--- src/rtl/usb_rx_phy_param.sv ---
// rtl/usb_rx_phy_param.sv - parametrised USB full-speed receive front end
// Recovers bits from raw D+/D- at CLKS_PER_BIT oversampling, NRZI-decodes and
// unstuffs them, checks SYNC/PID and queues payload bytes in a FWFT FIFO.
// Ports: clk, rst (sync, active-high); d_plus/d_minus raw line; rx_en enable;
//   byte_data/byte_last/byte_valid/byte_ready FIFO head handshake;
//   pid/pid_valid/pid_err PID result; rx_err framing-error pulse; rcving busy;
//   pckt_rcvd good-EOP pulse; overflow sticky drop flag; byte_count post-PID
//   byte count; crc_ok CRC16 residual match.
// Optional: define USB_RX_CRC16_EN to build the CRC16 checker; otherwise crc_ok is 0.
module usb_rx_phy_param #(
  parameter int CLKS_PER_BIT = 8,
  parameter int SAMPLE_POINT = 4,
  parameter int FIFO_DEPTH   = 8,
  parameter int MAX_BYTES    = 64
) (
  input  logic                           clk,
  input  logic                           rst,
  input  logic                           d_plus,
  input  logic                           d_minus,
  input  logic                           rx_en,
  output logic [7:0]                     byte_data,
  output logic                           byte_last,
  output logic                           byte_valid,
  input  logic                           byte_ready,
  output logic [3:0]                     pid,
  output logic                           pid_valid,
  output logic                           pid_err,
  output logic                           rx_err,
  output logic                           rcving,
  output logic                           pckt_rcvd,
  output logic                           overflow,
  output logic [$clog2(MAX_BYTES+1)-1:0] byte_count,
  output logic                           crc_ok
);

  localparam int CW  = $clog2(CLKS_PER_BIT);
  localparam int AW  = $clog2(FIFO_DEPTH);
  localparam int PW  = AW + 1;
  localparam int BCW = $clog2(MAX_BYTES+1);

  typedef enum logic [2:0] {IDLE, SYNC, PID, DATA, EOP, ERR_WAIT} state_t;
  state_t state, state_n;

  // Input synchronizer; dp_q is one stage later for transition detection.
  logic dp_m, dp_s, dp_q, dm_m, dm_s;
  always_ff @(posedge clk) begin
    if (rst) begin
      dp_m <= 1'b1; dp_s <= 1'b1; dp_q <= 1'b1; dm_m <= 1'b0; dm_s <= 1'b0;
    end else begin
      dp_m <= d_plus; dp_s <= dp_m; dp_q <= dp_s; dm_m <= d_minus; dm_s <= dm_m;
    end
  end

  // Bit counter re-aligns on every D+ transition.
  logic [CW-1:0] bit_cnt;
  always_ff @(posedge clk) begin
    if (rst || (dp_s != dp_q)) bit_cnt <= '0;
    else if (bit_cnt == CW'(CLKS_PER_BIT-1)) bit_cnt <= '0;
    else bit_cnt <= bit_cnt + CW'(1);
  end

  logic samp, ln_j, ln_k, ln_se0, ln_se1, nrzi, prev_dp;
  assign samp   = rx_en && (bit_cnt == CW'(SAMPLE_POINT));
  assign ln_j   = dp_s & ~dm_s;
  assign ln_k   = ~dp_s & dm_s;
  assign ln_se0 = ~dp_s & ~dm_s;
  assign ln_se1 = dp_s & dm_s;
  assign nrzi   = (dp_s == prev_dp);

  logic [7:0] shreg, shv, hold, push_d;
  logic [2:0] nbits, ones;
  logic       hold_v, push_v, push_l, se0_seen;
  logic       sync_ok, pid_ok, pid_bad, err, good_eop, byte_done, data_bit, stuff;

  assign shv   = {nrzi, shreg[7:1]};
  assign stuff = (ones == 3'd6);

  always_comb begin
    state_n   = state;
    sync_ok   = 1'b0;
    pid_ok    = 1'b0;
    pid_bad   = 1'b0;
    err       = 1'b0;
    good_eop  = 1'b0;
    byte_done = 1'b0;
    data_bit  = 1'b0;
    if (!rx_en) begin
      state_n = IDLE;
    end else if (samp) begin
      case (state)
        IDLE: if (ln_k) state_n = SYNC;
        SYNC, PID, DATA: begin
          if (ln_se1) begin
            err = 1'b1; state_n = ERR_WAIT;
          end else if (ln_se0) begin
            if (state == DATA) state_n = EOP;
            else begin err = 1'b1; state_n = ERR_WAIT; end
          end else if (stuff && nrzi) begin
            err = 1'b1; state_n = ERR_WAIT;
          end else if (!stuff) begin
            data_bit = 1'b1;
            if (nbits == 3'd7) begin
              if (state == SYNC) begin
                if (shv == 8'h80) begin sync_ok = 1'b1; state_n = PID; end
                else begin err = 1'b1; state_n = ERR_WAIT; end
              end else if (state == PID) begin
                if (shv[3:0] == ~shv[7:4]) begin pid_ok = 1'b1; state_n = DATA; end
                else begin pid_bad = 1'b1; state_n = ERR_WAIT; end
              end else if (byte_count == BCW'(MAX_BYTES)) begin
                err = 1'b1; state_n = ERR_WAIT;
              end else begin
                byte_done = 1'b1;
              end
            end
          end
        end
        EOP: begin
          if (ln_se1) begin
            err = 1'b1; state_n = ERR_WAIT;
          end else if (ln_j) begin
            state_n = IDLE;
            if (nbits == 3'd0) good_eop = 1'b1;
            else err = 1'b1;
          end
        end
        ERR_WAIT: if (se0_seen && ln_j) state_n = IDLE;
        default: state_n = IDLE;
      endcase
    end
  end

  // FIFO bookkeeping
  logic [8:0]  mem [FIFO_DEPTH];
  logic [PW-1:0] wr_ptr, rd_ptr;
  logic empty, full, pop, wr_en;
  assign empty = (wr_ptr == rd_ptr);
  assign full  = (wr_ptr[AW] != rd_ptr[AW]) && (wr_ptr[AW-1:0] == rd_ptr[AW-1:0]);
  assign pop   = byte_valid & byte_ready;
  assign wr_en = push_v && (!full || pop);

  assign byte_valid = !empty;
  assign byte_data  = empty ? 8'h00 : mem[rd_ptr[AW-1:0]][7:0];
  assign byte_last  = empty ? 1'b0  : mem[rd_ptr[AW-1:0]][8];
  assign rcving     = (state == SYNC) || (state == PID) || (state == DATA) || (state == EOP);

  always_ff @(posedge clk) begin
    if (wr_en) mem[wr_ptr[AW-1:0]] <= {push_l, push_d};
  end

  always_ff @(posedge clk) begin
    if (rst) begin
      state <= IDLE;
      prev_dp <= 1'b1; shreg <= '0; nbits <= '0; ones <= '0;
      hold <= '0; hold_v <= 1'b0; push_v <= 1'b0; push_d <= '0; push_l <= 1'b0;
      se0_seen <= 1'b0; pid <= '0; pid_valid <= 1'b0; pid_err <= 1'b0;
      rx_err <= 1'b0; pckt_rcvd <= 1'b0; byte_count <= '0; overflow <= 1'b0;
      wr_ptr <= '0; rd_ptr <= '0;
    end else begin
      state     <= state_n;
      pid_valid <= pid_ok;
      pid_err   <= pid_bad;
      rx_err    <= err;
      pckt_rcvd <= good_eop;
      // ERR_WAIT must see SE0 (possibly the one that caused the error) before J.
      se0_seen  <= (state_n == ERR_WAIT) && (se0_seen || (samp && ln_se0));
      if (samp) prev_dp <= dp_s;

      // The K that leaves IDLE is already the first (0) bit of SYNC.
      if (samp && state == IDLE && ln_k) begin
        shreg <= {1'b0, shreg[7:1]}; nbits <= 3'd1; ones <= 3'd0;
      end else if (data_bit) begin
        shreg <= shv; nbits <= nbits + 3'd1; ones <= nrzi ? ones + 3'd1 : 3'd0;
      end else if (samp && stuff && (ln_j || ln_k)) begin
        ones <= 3'd0;
      end

      if (pid_ok) begin
        pid <= shv[3:0]; byte_count <= '0;
      end else if (byte_done) begin
        byte_count <= byte_count + BCW'(1);
      end

      // One-byte holding stage so the final byte can be tagged last at EOP.
      push_v <= 1'b0;
      push_l <= 1'b0;
      if (byte_done) begin
        hold <= shv; hold_v <= 1'b1; push_v <= hold_v; push_d <= hold;
      end else if (good_eop) begin
        push_v <= hold_v; push_d <= hold; push_l <= 1'b1; hold_v <= 1'b0;
      end else if (pid_ok || state_n == IDLE || state_n == ERR_WAIT) begin
        hold_v <= 1'b0;
      end

      if (sync_ok) overflow <= 1'b0;
      else if (push_v && full && !pop) overflow <= 1'b1;

      if (wr_en) wr_ptr <= wr_ptr + PW'(1);
      if (pop) rd_ptr <= rd_ptr + PW'(1);
    end
  end

`ifdef USB_RX_CRC16_EN
  // Serial CRC16 (0x8005) fed LSB-first, unrolled over the completed byte.
  logic [15:0] crc, crc_nx;
  always_comb begin
    crc_nx = crc;
    for (int i = 0; i < 8; i++) begin
      crc_nx = {crc_nx[14:0], 1'b0} ^ ((crc_nx[15] ^ shv[i]) ? 16'h8005 : 16'h0000);
    end
  end

  always_ff @(posedge clk) begin
    if (rst) begin
      crc <= 16'hFFFF; crc_ok <= 1'b0;
    end else begin
      if (pid_ok) crc <= 16'hFFFF;
      else if (byte_done) crc <= crc_nx;
      if (sync_ok) crc_ok <= 1'b0;
      else if (good_eop) crc_ok <= (crc == 16'h800D);
    end
  end
`else
  assign crc_ok = 1'b0;
`endif

endmodule

--- config.mk ---
export PLATFORM = sky130hd
export DESIGN_NAME = usb_rx_phy_param
export DESIGN_NICKNAME = d
export VERILOG_FILES = /design/src/rtl/usb_rx_phy_param.sv
export SDC_FILE = /design/constraint.sdc
export NUM_CORES = 1
export LEC_CHECK = 0
export BUFFER_PORTS_ARGS = -buffer_cell sky130_fd_sc_hd__buf_2
export CAP_MARGIN = 20
export CELL_PAD_IN_SITES_DETAIL_PLACEMENT = 1
export CELL_PAD_IN_SITES_GLOBAL_PLACEMENT = 1
export CORE_ASPECT_RATIO = 1.25
export CORE_MARGIN = 2
export CORE_UTILIZATION = 35
export CTS_CLUSTER_SIZE = 40
export DETAILED_ROUTE_END_ITERATION = 16
export GPL_TIMING_DRIVEN = 0
export HOLD_SLACK_MARGIN = 0.02
export PLACE_DENSITY_LB_ADDON = 0.2
export SYNTH_ARGS = -nofsm -noshare
export SYNTH_HDL_FRONTEND = slang
export SYNTH_SLANG_ARGS = --single-unit
--- constraint.sdc ---
create_clock -name clk -period 7.8 [get_ports clk]
set_input_delay 1.56 -clock clk [delete_from_list [all_inputs] [get_ports clk]]
set_output_delay 1.56 -clock clk [all_outputs]
set_load 0.01 [all_outputs]
==> impl_metrics.env <==
export IMPL_status="finished clean"
export IMPL_slew_headroom_pct=31.9
export IMPL_cts_max_level=4
export IMPL_wl_mm=14.0
export IMPL_finalSetupTns_ns=0
export IMPL_grt_max_degree=17
export IMPL_clock_sinks=144
export IMPL_routedWlPerCell_um=17.8
export IMPL_drv_slew=0
export IMPL_reg2reg_depth=9
export IMPL_clkTransAtPathRegs_ns=0.06
export IMPL_nets=576
export IMPL_drc=0
export IMPL_p_comb_share_pct=1.5
export IMPL_placed_area_um2=6570
export IMPL_drive_gt1_share_pct=16.3
export IMPL_irDropWorstVdd_mv=0.127
export IMPL_hold_buffers=0
export IMPL_synth_nets=525
export IMPL_diodes=0
export IMPL_hold_path_class="register to register"
export IMPL_post_cts_buffers=0
export IMPL_ys_ff_latch=144
export IMPL_rows=54
export IMPL_clockBufferDepth=2
export IMPL_tightest_slew_ns=1.02
export IMPL_syn_to_final_growth_pct=16.8
export IMPL_leakagePower_nw=2.64
export IMPL_core_um2=17300
export IMPL_setup_viol=0
export IMPL_dieArea_um2=18600
export IMPL_synth_edf_count=72
export IMPL_overflow=0
export IMPL_required_ns=6.24
export IMPL_ys_types=51
export IMPL_cp_start_kind="register"
export IMPL_layout_common_cells="dfxtp_1 (72), edfxtp_1 (72), nor2_1 (70)"
export IMPL_path_buf_inv=3
export IMPL_dieWidth_um=122
export IMPL_ctsResizeCount=0
export IMPL_detail_route_antenna_nets=0
export IMPL_skew_ns=0.0134
export IMPL_p_clk_share_pct=49.5
export IMPL_holdWs_ns=0.443
export IMPL_holdPathEnd="dm_s"
export IMPL_timing_final_crit_share_pct=59.2
export IMPL_holdCritStartpoint="dm_m"
export IMPL_r2r_start="dp_s"
export IMPL_ys_warnings_count=0
export IMPL_antenna_found_initial=0
export IMPL_drv_cap=0
export IMPL_fill_cells=1886
export IMPL_start_util_pct=35.4
export IMPL_worst_path_dominant_cell_family="buffers and inverters"
export IMPL_drt_iter0_drc=226
export IMPL_cts_tree="built"
export IMPL_via_count=3978
export IMPL_clk_latency_ns=0.42
export IMPL_io_pins=34
export IMPL_die_y_um=152
export IMPL_hpwl_mm=10.2
export IMPL_max_stage_delay_ns=0.74
export IMPL_grt_pass1_wl_mm=22.8
export IMPL_critPathKind="register to output pin"
export IMPL_r2r_slack_ns=4.20
export IMPL_powerDensity_nw_per_um2=226
export IMPL_cts_made_buffers=17
export IMPL_fin_area_um2=7140
export IMPL_ys_async_sr_fraction_pct=0
export IMPL_multi_input_area_um2=2370
export IMPL_gp_congestion=0.792
export IMPL_r2r_end="hold[7]"
export IMPL_path_cells="clkbuf_1 > clkbuf_1 > mux4_2 > mux2i_1 > nor2_1 > buf_2"
export IMPL_portBuffers=32
export IMPL_track_usage_pct=16.0
export IMPL_endpoint_kind="output pin"
export IMPL_fmax_ghz=0.217
export IMPL_critPathArrivalTime_ns=3.06
export IMPL_synth_area_um2=6120
export IMPL_vias_per_cell=5.04
export IMPL_cp_slowest_cell="clkbuf_1"
export IMPL_synth_flop_cell="edfxtp_1"
export IMPL_cts_root_buf="clkbuf_16"
export IMPL_power_frac_seq_pct=49.0
export IMPL_postSynthAreaPerCell_um2=12.2
export IMPL_drtPass1Iterations=4
export IMPL_final_seq_area_um2=3600
export IMPL_grt_pass1_vias=4214
export IMPL_synthCells=503
export IMPL_p_switching_uw=319
export IMPL_rsz0062_at_grt="no"
export IMPL_finalCriticalPeriod_ns=4.62
export IMPL_hold_depth=1
export IMPL_hold_viol=0
export IMPL_cp_max_fo=10
export IMPL_intPower_mw=1.29
export IMPL_p_sw_share_pct=19.8
export IMPL_seq_area_frac_synth_pct=58.9
export IMPL_crit_top_cell="clkbuf_1"
==> cells in the mapped netlist (3+ instances only) <==
| library cell | n | area share (%) |
|---|---|---|
| dfxtp_1 | 72 | 24 |
| nor4_1 | 7 | 0.72 |
| nor2_1 | 70 | 4.3 |
| and3_1 | 3 | 0.31 |
| or4_1 | 4 | 0.49 |
| edfxtp_1 | 72 | 35 |
| or3_1 | 4 | 0.41 |
| nor2b_1 | 5 | 0.51 |
| nand4_1 | 4 | 0.41 |
| xnor2_1 | 15 | 2.1 |
| xor2_1 | 9 | 1.3 |
| nor3_1 | 12 | 0.98 |
| a31oi_1 | 3 | 0.31 |
| nand2_1 | 26 | 1.6 |
| mux4_2 | 18 | 6.6 |
| mux2i_1 | 32 | 5.2 |
| or2_2 | 5 | 0.51 |
| clkbuf_1 | 20 | 1.2 |
| nand3b_1 | 3 | 0.37 |
| o21ai_0 | 7 | 0.57 |
| inv_1 | 13 | 0.80 |
| nand2b_1 | 9 | 0.92 |
| and2_1 | 6 | 0.61 |
| a21oi_1 | 19 | 1.6 |
| ha_1 | 16 | 3.3 |
| nand3_1 | 16 | 1.3 |
==> worst max path at each step <==
stage | startpoint | end | slack [ns] | depth (start not counted)
2_1_floorplan | register | byte_data[6] | 4.16 | 5
3_3_place_gp | register | byte_data[0] | 3.44 | 6
3_5_place_dp | register | byte_data[0] | 3.46 | 6
4_1_cts | register | byte_data[0] | 3.00 | 6
5_1_grt | register | byte_data[1] | 2.84 | 6
6_report | register | byte_data[0] | 3.18 | 6
==> power groups by stage <==
stage	Sequential [mW]	Clock [mW]	Combinational, mW
after floorplan	0.807	0	0.0154
after global placement	0.807	0	0.0235
after detailed placement	0.807	0	0.0242
after CTS	0.791	0.813	0.0244
after global routing	0.791	0.850	0.0271
final	0.791	0.799	0.0238
==> logic make-up (layout without fill, tap and decap cells) <==
family                   Yosys count  in the layout  share of synthesized area (%)
AND/OR/NAND/NOR                  182            182                           14.7
flip-flops                       144            144                           58.9
multiplexers                      50             50                           11.9
AO/OA/AOI/OAI                     46             46                           4.87
buffers and inverters             39            102                           2.56
XOR/XNOR                          25             25                           3.82
adder cells (fa/ha/maj)           16             16                           3.27
other                              1              1                         0.0613
==> registers in the layout, summed over array words and instances, names as in the netlist, 3 cells and up, named ones only <==
signal / cells
bit_cnt: 3
byte_count: 7
hold: 8
mem: 72
nbits: 3
ones: 3
pid: 4
push_d: 8
rd_ptr: 4
shreg: 7
state: 3
wr_ptr: 4
==> through the flow <==
stage	util (%)	power (mW)	setup WS, ns	std cells
floorplan	-	0.822	4.16	503
global placement	37.9	0.831	3.44	759
detailed placement	38.0	0.832	3.46	759
CTS	41.3	1.63	3.00	790
global route	41.3	1.67	2.84	790
finish	41.3	1.61	3.18	790
==> layout make-up <==
class	instances	share of cell area (%)
buffer	26	1.51
clock buffer	19	6.06
clock inverter	12	2.00
inverter	13	0.683
multi-input combinational	320	33.2
sequential	144	50.4
tap	224	3.92
timing repair buffer	32	2.24
==> layer usage <==
layer	part of all wire, %	global-route usage, %	wire length (um)
met5	0	0	0
met4	1.3	4.98	180
met1	42	18.6	5930
met3	2.1	3.49	295
met2	54	28.8	7630
Note: power is estimated with default switching activity, not from simulation.
